[src/rtl/hilo_muldiv_if.sv]
// rtl/hilo_muldiv_if.sv - request/result bundle for hilo_muldiv; HILO_MOVE_EN adds mthi/mtlo signals
interface hilo_muldiv_if;
    logic        start;
    logic [1:0]  op;
    logic [31:0] a;
    logic [31:0] b;
    logic        flush;
`ifdef HILO_MOVE_EN
    logic        wr_hi;
    logic        wr_lo;
    logic [31:0] wdata;
`endif
    logic        busy;
    logic        done;
    logic        div_by_zero;
    logic [31:0] hi;
    logic [31:0] lo;

`ifdef HILO_MOVE_EN
    modport master (output start, op, a, b, flush, wr_hi, wr_lo, wdata,
                    input  busy, done, div_by_zero, hi, lo);
    modport slave  (input  start, op, a, b, flush, wr_hi, wr_lo, wdata,
                    output busy, done, div_by_zero, hi, lo);
`else
    modport master (output start, op, a, b, flush,
                    input  busy, done, div_by_zero, hi, lo);
    modport slave  (input  start, op, a, b, flush,
                    output busy, done, div_by_zero, hi, lo);
`endif
endinterface

[src/rtl/hilo_muldiv.sv]
// rtl/hilo_muldiv.sv - iterative 32x32 mult/div unit with HI/LO registers; HILO_MOVE_EN enables mthi/mtlo
module hilo_muldiv (
    input  logic         clk,
    input  logic         reset_n,
    hilo_muldiv_if.slave bus
);

    typedef enum logic [1:0] {IDLE, MUL, DIV, FIN} state_t;

    state_t      state_q, state_d;
    logic [5:0]  cnt_q, cnt_d;
    logic        div_q, div_d;
    logic [31:0] a_q, a_d;
    logic [31:0] opnd_q, opnd_d;
    logic [31:0] acc_hi_q, acc_hi_d;
    logic [31:0] acc_lo_q, acc_lo_d;
    logic [31:0] hi_q, hi_d;
    logic [31:0] lo_q, lo_d;
    logic        bzero_q, bzero_d;
    logic        res_neg_q, res_neg_d;
    logic        rem_neg_q, rem_neg_d;
    logic        done_q, done_d;
    logic        dbz_q, dbz_d;

    logic        accept;
    logic        is_signed;
    logic        a_neg, b_neg;
    logic [31:0] a_mag, b_mag;
    logic [32:0] mul_sum;
    logic [32:0] rem_sh;
    logic [63:0] prod;

    assign accept    = (state_q == IDLE) && bus.start && !bus.flush;
    assign is_signed = !bus.op[0];
    assign a_neg     = is_signed && bus.a[31];
    assign b_neg     = is_signed && bus.b[31];
    assign a_mag     = a_neg ? (~bus.a + 32'd1) : bus.a;
    assign b_mag     = b_neg ? (~bus.b + 32'd1) : bus.b;

    // Shift-add: acc_hi accumulates the partial product, acc_lo shifts out multiplier bits
    // and shifts in the low product bits.
    assign mul_sum = {1'b0, acc_hi_q} + (acc_lo_q[0] ? {1'b0, opnd_q} : 33'd0);
    // Restoring division: acc_hi holds the remainder, acc_lo shifts dividend bits out and
    // quotient bits in.
    assign rem_sh  = {acc_hi_q, acc_lo_q[31]};
    assign prod    = res_neg_q ? (~{acc_hi_q, acc_lo_q} + 64'd1) : {acc_hi_q, acc_lo_q};

    assign bus.busy        = (state_q != IDLE);
    assign bus.done        = done_q;
    assign bus.div_by_zero = dbz_q;
    assign bus.hi          = hi_q;
    assign bus.lo          = lo_q;

    // Control sequencing: 32 iterations then FIN; flush aborts from any busy state.
    always_comb begin
        state_d = state_q;
        cnt_d   = cnt_q;
        case (state_q)
            IDLE: begin
                if (accept) begin
                    state_d = bus.op[1] ? DIV : MUL;
                    cnt_d   = 6'd0;
                end
            end
            MUL, DIV: begin
                cnt_d = cnt_q + 6'd1;
                if (cnt_q == 6'd31) begin
                    state_d = FIN;
                end
            end
            FIN:     state_d = IDLE;
            default: state_d = IDLE;
        endcase
        if (bus.flush && (state_q != IDLE)) begin
            state_d = IDLE;
            cnt_d   = 6'd0;
        end
    end

    // Datapath: operand capture, one iteration per cycle, sign fix-up and HI/LO write in FIN.
    always_comb begin
        div_d     = div_q;
        a_d       = a_q;
        opnd_d    = opnd_q;
        acc_hi_d  = acc_hi_q;
        acc_lo_d  = acc_lo_q;
        hi_d      = hi_q;
        lo_d      = lo_q;
        bzero_d   = bzero_q;
        res_neg_d = res_neg_q;
        rem_neg_d = rem_neg_q;
        done_d    = 1'b0;
        dbz_d     = 1'b0;
        if (accept) begin
            div_d     = bus.op[1];
            a_d       = bus.a;
            opnd_d    = bus.op[1] ? b_mag : a_mag;
            acc_hi_d  = 32'd0;
            acc_lo_d  = bus.op[1] ? a_mag : b_mag;
            bzero_d   = (bus.b == 32'd0);
            res_neg_d = a_neg ^ b_neg;
            rem_neg_d = a_neg;
        end else if (state_q == IDLE) begin
`ifdef HILO_MOVE_EN
            if (bus.wr_hi) hi_d = bus.wdata;
            if (bus.wr_lo) lo_d = bus.wdata;
`endif
        end else if (!bus.flush) begin
            case (state_q)
                MUL: begin
                    acc_hi_d = mul_sum[32:1];
                    acc_lo_d = {mul_sum[0], acc_lo_q[31:1]};
                end
                DIV: begin
                    if (rem_sh >= {1'b0, opnd_q}) begin
                        acc_hi_d = rem_sh[31:0] - opnd_q;
                        acc_lo_d = {acc_lo_q[30:0], 1'b1};
                    end else begin
                        acc_hi_d = rem_sh[31:0];
                        acc_lo_d = {acc_lo_q[30:0], 1'b0};
                    end
                end
                FIN: begin
                    done_d = 1'b1;
                    if (!div_q) begin
                        hi_d = prod[63:32];
                        lo_d = prod[31:0];
                    end else if (bzero_q) begin
                        hi_d  = a_q;
                        lo_d  = 32'hFFFF_FFFF;
                        dbz_d = 1'b1;
                    end else begin
                        lo_d = res_neg_q ? (~acc_lo_q + 32'd1) : acc_lo_q;
                        hi_d = rem_neg_q ? (~acc_hi_q + 32'd1) : acc_hi_q;
                    end
                end
                default: ;
            endcase
        end
    end

    // State and datapath registers; reset discards any in-flight operation.
    always_ff @(posedge clk or negedge reset_n) begin
        if (!reset_n) begin
            state_q   <= IDLE;
            cnt_q     <= 6'd0;
            div_q     <= 1'b0;
            a_q       <= 32'd0;
            opnd_q    <= 32'd0;
            acc_hi_q  <= 32'd0;
            acc_lo_q  <= 32'd0;
            hi_q      <= 32'd0;
            lo_q      <= 32'd0;
            bzero_q   <= 1'b0;
            res_neg_q <= 1'b0;
            rem_neg_q <= 1'b0;
            done_q    <= 1'b0;
            dbz_q     <= 1'b0;
        end else begin
            state_q   <= state_d;
            cnt_q     <= cnt_d;
            div_q     <= div_d;
            a_q       <= a_d;
            opnd_q    <= opnd_d;
            acc_hi_q  <= acc_hi_d;
            acc_lo_q  <= acc_lo_d;
            hi_q      <= hi_d;
            lo_q      <= lo_d;
            bzero_q   <= bzero_d;
            res_neg_q <= res_neg_d;
            rem_neg_q <= rem_neg_d;
            done_q    <= done_d;
            dbz_q     <= dbz_d;
        end
    end

endmodule

[src/flat_wrapper.sv]
// flat-port wrapper written by rule: the top's interface ports become plain ports
module hilo_muldiv_flat 
  (clk, reset_n, bus_start, bus_op, bus_a, bus_b, bus_flush, bus_busy, bus_done, bus_div_by_zero, bus_hi, bus_lo);
  hilo_muldiv_if bus_i ();
  input  logic clk;
  input  logic reset_n;
  input wire logic [$bits(bus_i.start)-1:0] bus_start;
  input wire logic [$bits(bus_i.op)-1:0] bus_op;
  input wire logic [$bits(bus_i.a)-1:0] bus_a;
  input wire logic [$bits(bus_i.b)-1:0] bus_b;
  input wire logic [$bits(bus_i.flush)-1:0] bus_flush;
  output wire logic [$bits(bus_i.busy)-1:0] bus_busy;
  output wire logic [$bits(bus_i.done)-1:0] bus_done;
  output wire logic [$bits(bus_i.div_by_zero)-1:0] bus_div_by_zero;
  output wire logic [$bits(bus_i.hi)-1:0] bus_hi;
  output wire logic [$bits(bus_i.lo)-1:0] bus_lo;
  assign bus_i.start = bus_start;
  assign bus_i.op = bus_op;
  assign bus_i.a = bus_a;
  assign bus_i.b = bus_b;
  assign bus_i.flush = bus_flush;
  assign bus_busy = bus_i.busy;
  assign bus_done = bus_i.done;
  assign bus_div_by_zero = bus_i.div_by_zero;
  assign bus_hi = bus_i.hi;
  assign bus_lo = bus_i.lo;
  hilo_muldiv u_core (.clk(clk), .reset_n(reset_n), .bus(bus_i));
endmodule
[config.mk]
export PLATFORM = sky130hd
export DESIGN_NAME = hilo_muldiv_flat
export DESIGN_NICKNAME = d
export VERILOG_FILES = /design/src/rtl/hilo_muldiv_if.sv /design/src/rtl/hilo_muldiv.sv /design/src/flat_wrapper.sv
export SDC_FILE = /design/constraint.sdc
export NUM_CORES = 1
export LEC_CHECK = 0
export ABC_AREA = 1
export CAP_MARGIN = 25
export CORE_UTILIZATION = 33
export CTS_BUF_LIST = sky130_fd_sc_hd__clkbuf_8 sky130_fd_sc_hd__clkbuf_16
export DETAILED_ROUTE_END_ITERATION = 8
export GPL_ROUTABILITY_DRIVEN = 0
export SLEW_MARGIN = 20
export SYNTH_ARGS = -nofsm -noshare
export SYNTH_HDL_FRONTEND = slang
export SYNTH_SLANG_ARGS = --single-unit
export TNS_END_PERCENT = 10
[constraint.sdc]
create_clock -name clk -period 2.5 [get_ports clk]
set_input_delay 0.5 -clock clk [delete_from_list [all_inputs] [get_ports clk]]
set_output_delay 0.5 -clock clk [all_outputs]
set_load 0.02 [all_outputs]
# Word-level counts from Yosys, hierarchy flattened
# Index checks and enable logic that the tools add are counted.
[totals] regBits=206 in_bits=70 word_cells=97 out_inout_bits=67
[op_classes] eq_ne=8 n_lt_le_gt_ge=1 bitwise_logic=9 n_mux=40 addsub=8 n_reduce_logical=17
[ops] cell="32-bit 2-to-1 mux" count=18
[ops] cell="32-bit by 1-bit adder with 32-bit output, second input constant" count=4
[ops] cell="32-bit NOT" count=4
[ops] cell="32-bit one-hot mux with 2 select lines" count=2
[ops] cell="64-bit by 1-bit adder with 64-bit output, second input constant" count=1
[ops] cell="64-bit 2-to-1 mux" count=1
[ops] cell="64-bit NOT" count=1
[ops] cell="32-bit by 33-bit adder with 33-bit output" count=1
[ops] cell="33-bit by 32-bit greater-or-equal comparator with 1-bit output" count=1
[ops] cell="32-bit zero test" count=1
[ops] cell="32-bit subtractor" count=1
[ops] cell="6-bit 2-to-1 mux" count=2
[ops] cell="6-bit one-hot mux with 2 select lines" count=1
[ops] cell="1-bit 2-to-1 mux" count=11
[ops] cell="2-bit 2-to-1 mux" count=4
[ops] cell="6-bit by 1-bit adder with 6-bit output, second input constant" count=1
[ops] cell="6-bit by 5-bit equality test with 1-bit output, second input constant" count=1
[ops] cell="2-bit one-hot mux with 3 select lines" count=1
[ops] cell="3-bit nonzero test" count=2
[ops] cell="1-bit logical AND" count=5
[ops] cell="2-bit equality test, second input constant" count=2
[ops] cell="2-bit by 1-bit inequality test with 1-bit output, second input constant" count=2
[ops] cell="2-bit AND reduction" count=2
[ops] cell="4-bit AND reduction" count=1
[ops] cell="10 further kinds" count=13

# Depth between registers and ports, before layout
[logic_depth] word_depth=6 depth_mapped=22 depth_no_buf=20

# Least setup slack after synthesis
# No wires, ideal clock.
[synth_timing] path_type="reg2reg" from="register u_core.acc_lo_q[0]" to="register u_core.acc_hi_q[27]" setup_ns=0.116 synth_period_minus_slack_ns=2.577 path_stages_with_launch=22 arrival_ns=2.460 required_time_ns=2.384 n_path_buf=2 setup_slack_ns=-0.077 cell_sequence="dfrtp_1 > buf_2 > clkbuf_1 > nand2_1 > inv_1 > ha_1 > inv_1 > fa_1 > inv_1 > nand3_1 > nand3_1 > nand2_1 > nand2_1 > nand2_1 > nand2_1 > nand2_1 > nand3_1 > nand2_1 > nor2_1 > nor2_1 > nand2_1 > nand2_1"
[synth_via] elab_chain_cells=6
[synth_rtl] item="start, declared" line_no="hilo_muldiv.sv:16" rtl="logic [31:0] acc_lo_q, acc_lo_d;"
[synth_rtl] item="start signal, assigned" line_no="hilo_muldiv.sv:166" rtl="acc_lo_q <= acc_lo_d;"
[synth_rtl] item="32-bit 2-to-1 mux" line_no="hilo_muldiv.sv:42" rtl="assign mul_sum = {1'b0, acc_hi_q} + (acc_lo_q[0] ? {1'b0, opnd_q} : 33'd0);"
[synth_rtl] item="32-bit by 33-bit adder with 33-bit output" line_no="hilo_muldiv.sv:42"
[synth_rtl] item="32-bit one-hot mux with 2 select lines" line_no="hilo_muldiv.sv:109" rtl="case (state_q)"
[synth_rtl] item="32-bit 2-to-1 mux" line_no="hilo_muldiv.sv:108" rtl="end else if (!bus.flush) begin"
[synth_rtl] item="32-bit 2-to-1 mux" line_no="hilo_muldiv.sv:103" rtl="end else if (state_q == IDLE) begin"
[synth_rtl] item="32-bit 2-to-1 mux" line_no="hilo_muldiv.sv:94" rtl="if (accept) begin"
[synth_rtl] item="end signal, assigned" line_no="hilo_muldiv.sv:165" rtl="acc_hi_q <= acc_hi_d;"
[synth_rtl] item="end, declared" line_no="hilo_muldiv.sv:15" rtl="logic [31:0] acc_hi_q, acc_hi_d;"
# Every way passes these cells. The select of a mux whose other input is x is not followed.
# A chain may end at the register's enable or synchronous reset.

# Worst setup path in the final report
# Ends and elaborated chain as after synthesis.

==> flow_metrics.tcl <==
set metrics [dict create \
    dp_hpwl_um 73000 \
    drt-vias-per-instance 5.33 \
    post_synth_top_cells "nand2_1, inv_1, nor2_1" \
    worst_setup_hold_path_clk_slew_ps 60 \
    synth_edf_count 0 \
    synth.most_common_cell "nand2_1" \
    cts_max_path_buffers 3 \
    synth_warnings 0 \
    vias_in_the_first_global_route 21886 \
    worst-path-buf-inv 3 \
    rows 89 \
    share_of_layout_cells_above_drive_strength_1_pct 16.1 \
    cts.sinks 206 \
    synthCells 3345 \
    fin_tns_setup_ps 0 \
    floorplan.die.height_um 247 \
    setup_violations 0 \
    numPortBuffers 136 \
    synth_ff_type "dfrtp_1" \
    async_flop_share_pct 100 \
    grtUsageTotal_pct 28.7 \
    layout_cell_area_excl_fill_mm2 0.0264 \
    yosys-top-cells-area "dfrtp_1, nand2_1, inv_1, nand3_1, nor2_1" \
    slowest_delay_ps 480 \
    gr-total-overflow 0 \
    path_cells "nand2_1 -> inv_1 -> ha_2 -> inv_1 -> fa_2 -> inv_1 -> nand3_1 -> nand3_1 -> nand2_1 -> nand2_2 -> nand2_1 -> nand2_2 -> nand2_1 -> a21oi_2 -> nor2_1 -> nor2_1 -> nand2_1 -> nand2_1" \
    critical_path_class "reg -> reg" \
    worstPathArrival_ps 2960 \
    setup_slack_ps 13.1 \
    required_ps 2980 \
    route.final.wire_length_um 90500 \
    power.density_mw_per_mm2 1440 \
    die_area_mm2 0.0611 \
    postSynthAreaPerCell_um2 5.93 \
    period_needed_ps 2490 \
    min_period_over_period_pct 99.5 \
    initial_core_utilization_pct 33.5 \
    grt_first_pass_wirelength_um 133000 \
    finalCoreUtilization_pct 44.5 \
    detailroute.via_count 24181 \
    drcViolationCount 12 \
    library_cell_appearing_most_often_on_the_critical_path "nand2_1" \
    peakVddDrop_mv 0.595 \
    cts_tree "done" \
    cts_max_level 1 \
    worstHoldPathType "in -> async" \
    clockRootBuffer "clkbuf_16" \
    synth.net_count 3490 \
    final_max_slew_viol_count 0 \
    worst_skew_pair.late_latency_ps 580 \
    synth_seq_area_share_pct 26.0 \
    crit_family "simple AND/OR/NAND/NOR gates" \
    run_status "finished, violations left" \
    worstMarginPinSlew_ps 909 \
    max-slew-margin-rel_pct 38.8 \
    drtAntennaViolNets 0 \
    firstDrtPassIters 9 \
    cap_violations 0 \
    grt_max_degree 90 \
    drt_first_iter_violations 2940 \
    final_hold_viol_count 0 \
    synth_cell_type_count 52 \
    mappedNetlistArea_mm2 0.0198 \
    grt_setup_unrepaired "yes" \
    core_area_mm2 0.0592 \
    synth.top_cell.area_share_pct 26.0 \
    timing.critical_path.from_type "flip-flop" \
    antenna_found_initial 0 \
    worst_setup_path_end_kind "flip-flop" \
    tritoncts.num_buffers 24 \
    flow.area_growth_from_synthesis_pct 32.9 \
    pre_cts_slack_ps -73.8 \
    crit_path_top_delay_cell "dfrtp_2" \
    post_dp_cell_area_mm2 0.0245 \
    fmaxAchievable_mhz 402 \
    totalPowerFinal_mw 38.0 \
    post_drt_wl_per_cell_um 19.9 \
    reported_leakage_power_nw 13.2 \
    worst_clock_skew_ps 46.3 \
    die_w_um 247 \
    layout.nets 3893 \
    number_of_storage_elements_in_the_synthesis_netlist 206 \
    io_pins 137 \
    max_fanout_on_critical_path 5 \
    failing_checks "DRC" \
    yosysTopAreaCell "dfrtp_1" \
]
layer usage:
layer	track usage, %	wire [um]
met5	0	0
met1	41.2	38400
met3	4.19	9630
met2	42.4	37800
met4	12.2	4670
power by group:
part / internal (mW) / switching, mW / total [mW] / leakage [nW]
clock: 2.12 / 1.56 / 3.68 / 0.420
sequential: 4.91 / 1.75 / 6.66 / 2.45
combinational: 10.8 / 16.9 / 27.7 / 10.3
worst register-to-register path: cells and delay by family, from the launching register on:
kind	cells	cell delay, ps
AOI/OAI and AO/OA	1	140
adders and majority gates	2	550
and+or+nand+nor	12	1040
buffers and inverters	3	220
DFF	1	480
final timing paths:
check | from | to | slack [ps] | cells after the start
max in group asynchronous | reset_n | u_core.acc_hi_q[13]$_DFFE_PN0P_ | 1280 | 3
hold reg to reg | u_core.bus.hi[19]$_DFFE_PN0P_ | u_core.bus.hi[19]$_DFFE_PN0P_ | 490 | 2
setup / recovery | u_core.acc_lo_q[0]$_DFFE_PN0P_ | u_core.acc_hi_q[27]$_DFFE_PN0P_ | 10 | 18
hold / removal | reset_n | u_core.cnt_q[5]$_DFFE_PN0P_ | 480 | 2
min in group clk | u_core.bus.hi[19]$_DFFE_PN0P_ | u_core.bus.hi[19]$_DFFE_PN0P_ | 490 | 2
setup reg to reg | u_core.acc_lo_q[0]$_DFFE_PN0P_ | u_core.acc_hi_q[27]$_DFFE_PN0P_ | 10 | 18
cell families (layout without fill, tap and decap cells):
family / Yosys count / count (layout) / share of synthesized area (%)
adder cells (fa/ha/maj): 75 / 75 / 4.80
buffers and inverters: 622 / 1041 / 12.2
XOR/XNOR: 89 / 89 / 3.93
AND/OR/NAND/NOR: 1931 / 1933 / 41.1
flip-flops: 206 / 206 / 26.0
other: 0 / 1 / 0
AO/OA/AOI/OAI: 422 / 422 / 12.0
placed cells by master, fill, tap and decap left out, drive strengths merged, types with 2 or more instances in the layout:
cell / count
nand2: 1101
inv: 509
nor2: 377
buf: 352
nand3: 319
dfrtp: 206
o21ai: 160
clkdlybuf4s50: 134
a21oi: 134
ha: 73
xor2: 66
nand4: 52
nor3: 39
a31oi: 35
o211ai: 35
clkbuf: 30
nand3b: 26
xnor2: 23
o22ai: 22
clkinv: 11
and2: 8
a22oi: 8
o21bai: 8
or2: 7
o221ai: 7
a21o: 4
o32ai: 3
nor4: 2
o22a: 2
bufinv: 2
fa: 2
cell type report:
cell class	instances	area, um2
clock inverter	15	143
inverter	508	1910
clock buffer	29	669
timing repair buffer	489	4350
fill	6215	32900
sequential	206	5170
multi-input combinational	2519	13200
tap	773	967
antenna	1	2.50
state kept, by name, summed over array words and instances, names as in the netlist:
signal	flops
u_core.opnd_q	32
u_core.bzero_q	1
u_core.state_q	2
u_core.acc_hi_q	32
u_core.a_q	32
u_core.acc_lo_q	32
u_core.rem_neg_q	1
u_core.res_neg_q	1
u_core.div_q	1
u_core.bus.hi	32
u_core.bus.lo	32
u_core.bus.done	1
u_core.cnt_q	6
u_core.bus.div_by_zero	1
through the flow:
step	cells	hold WS, ps
floorplan	3345	204
finish	4540	477
global placement	4476	464
global route	4539	510
CTS	4521	488
detailed placement	4476	474
repair_timing:
| action | CTS | global route |
|---|---|---|
| resized for setup | 5 | 170 |
| setup endpoints to repair | 3 | 54 |
| pin swaps | 0 | 27 |
| hold endpoints to repair | 62 | 0 |
| setup buffers | 0 | 14 |
| hold buffers | 1 | 0 |
| gates cloned | 0 | 4 |
No activity file was read; power rests on OpenSTA's default activity.
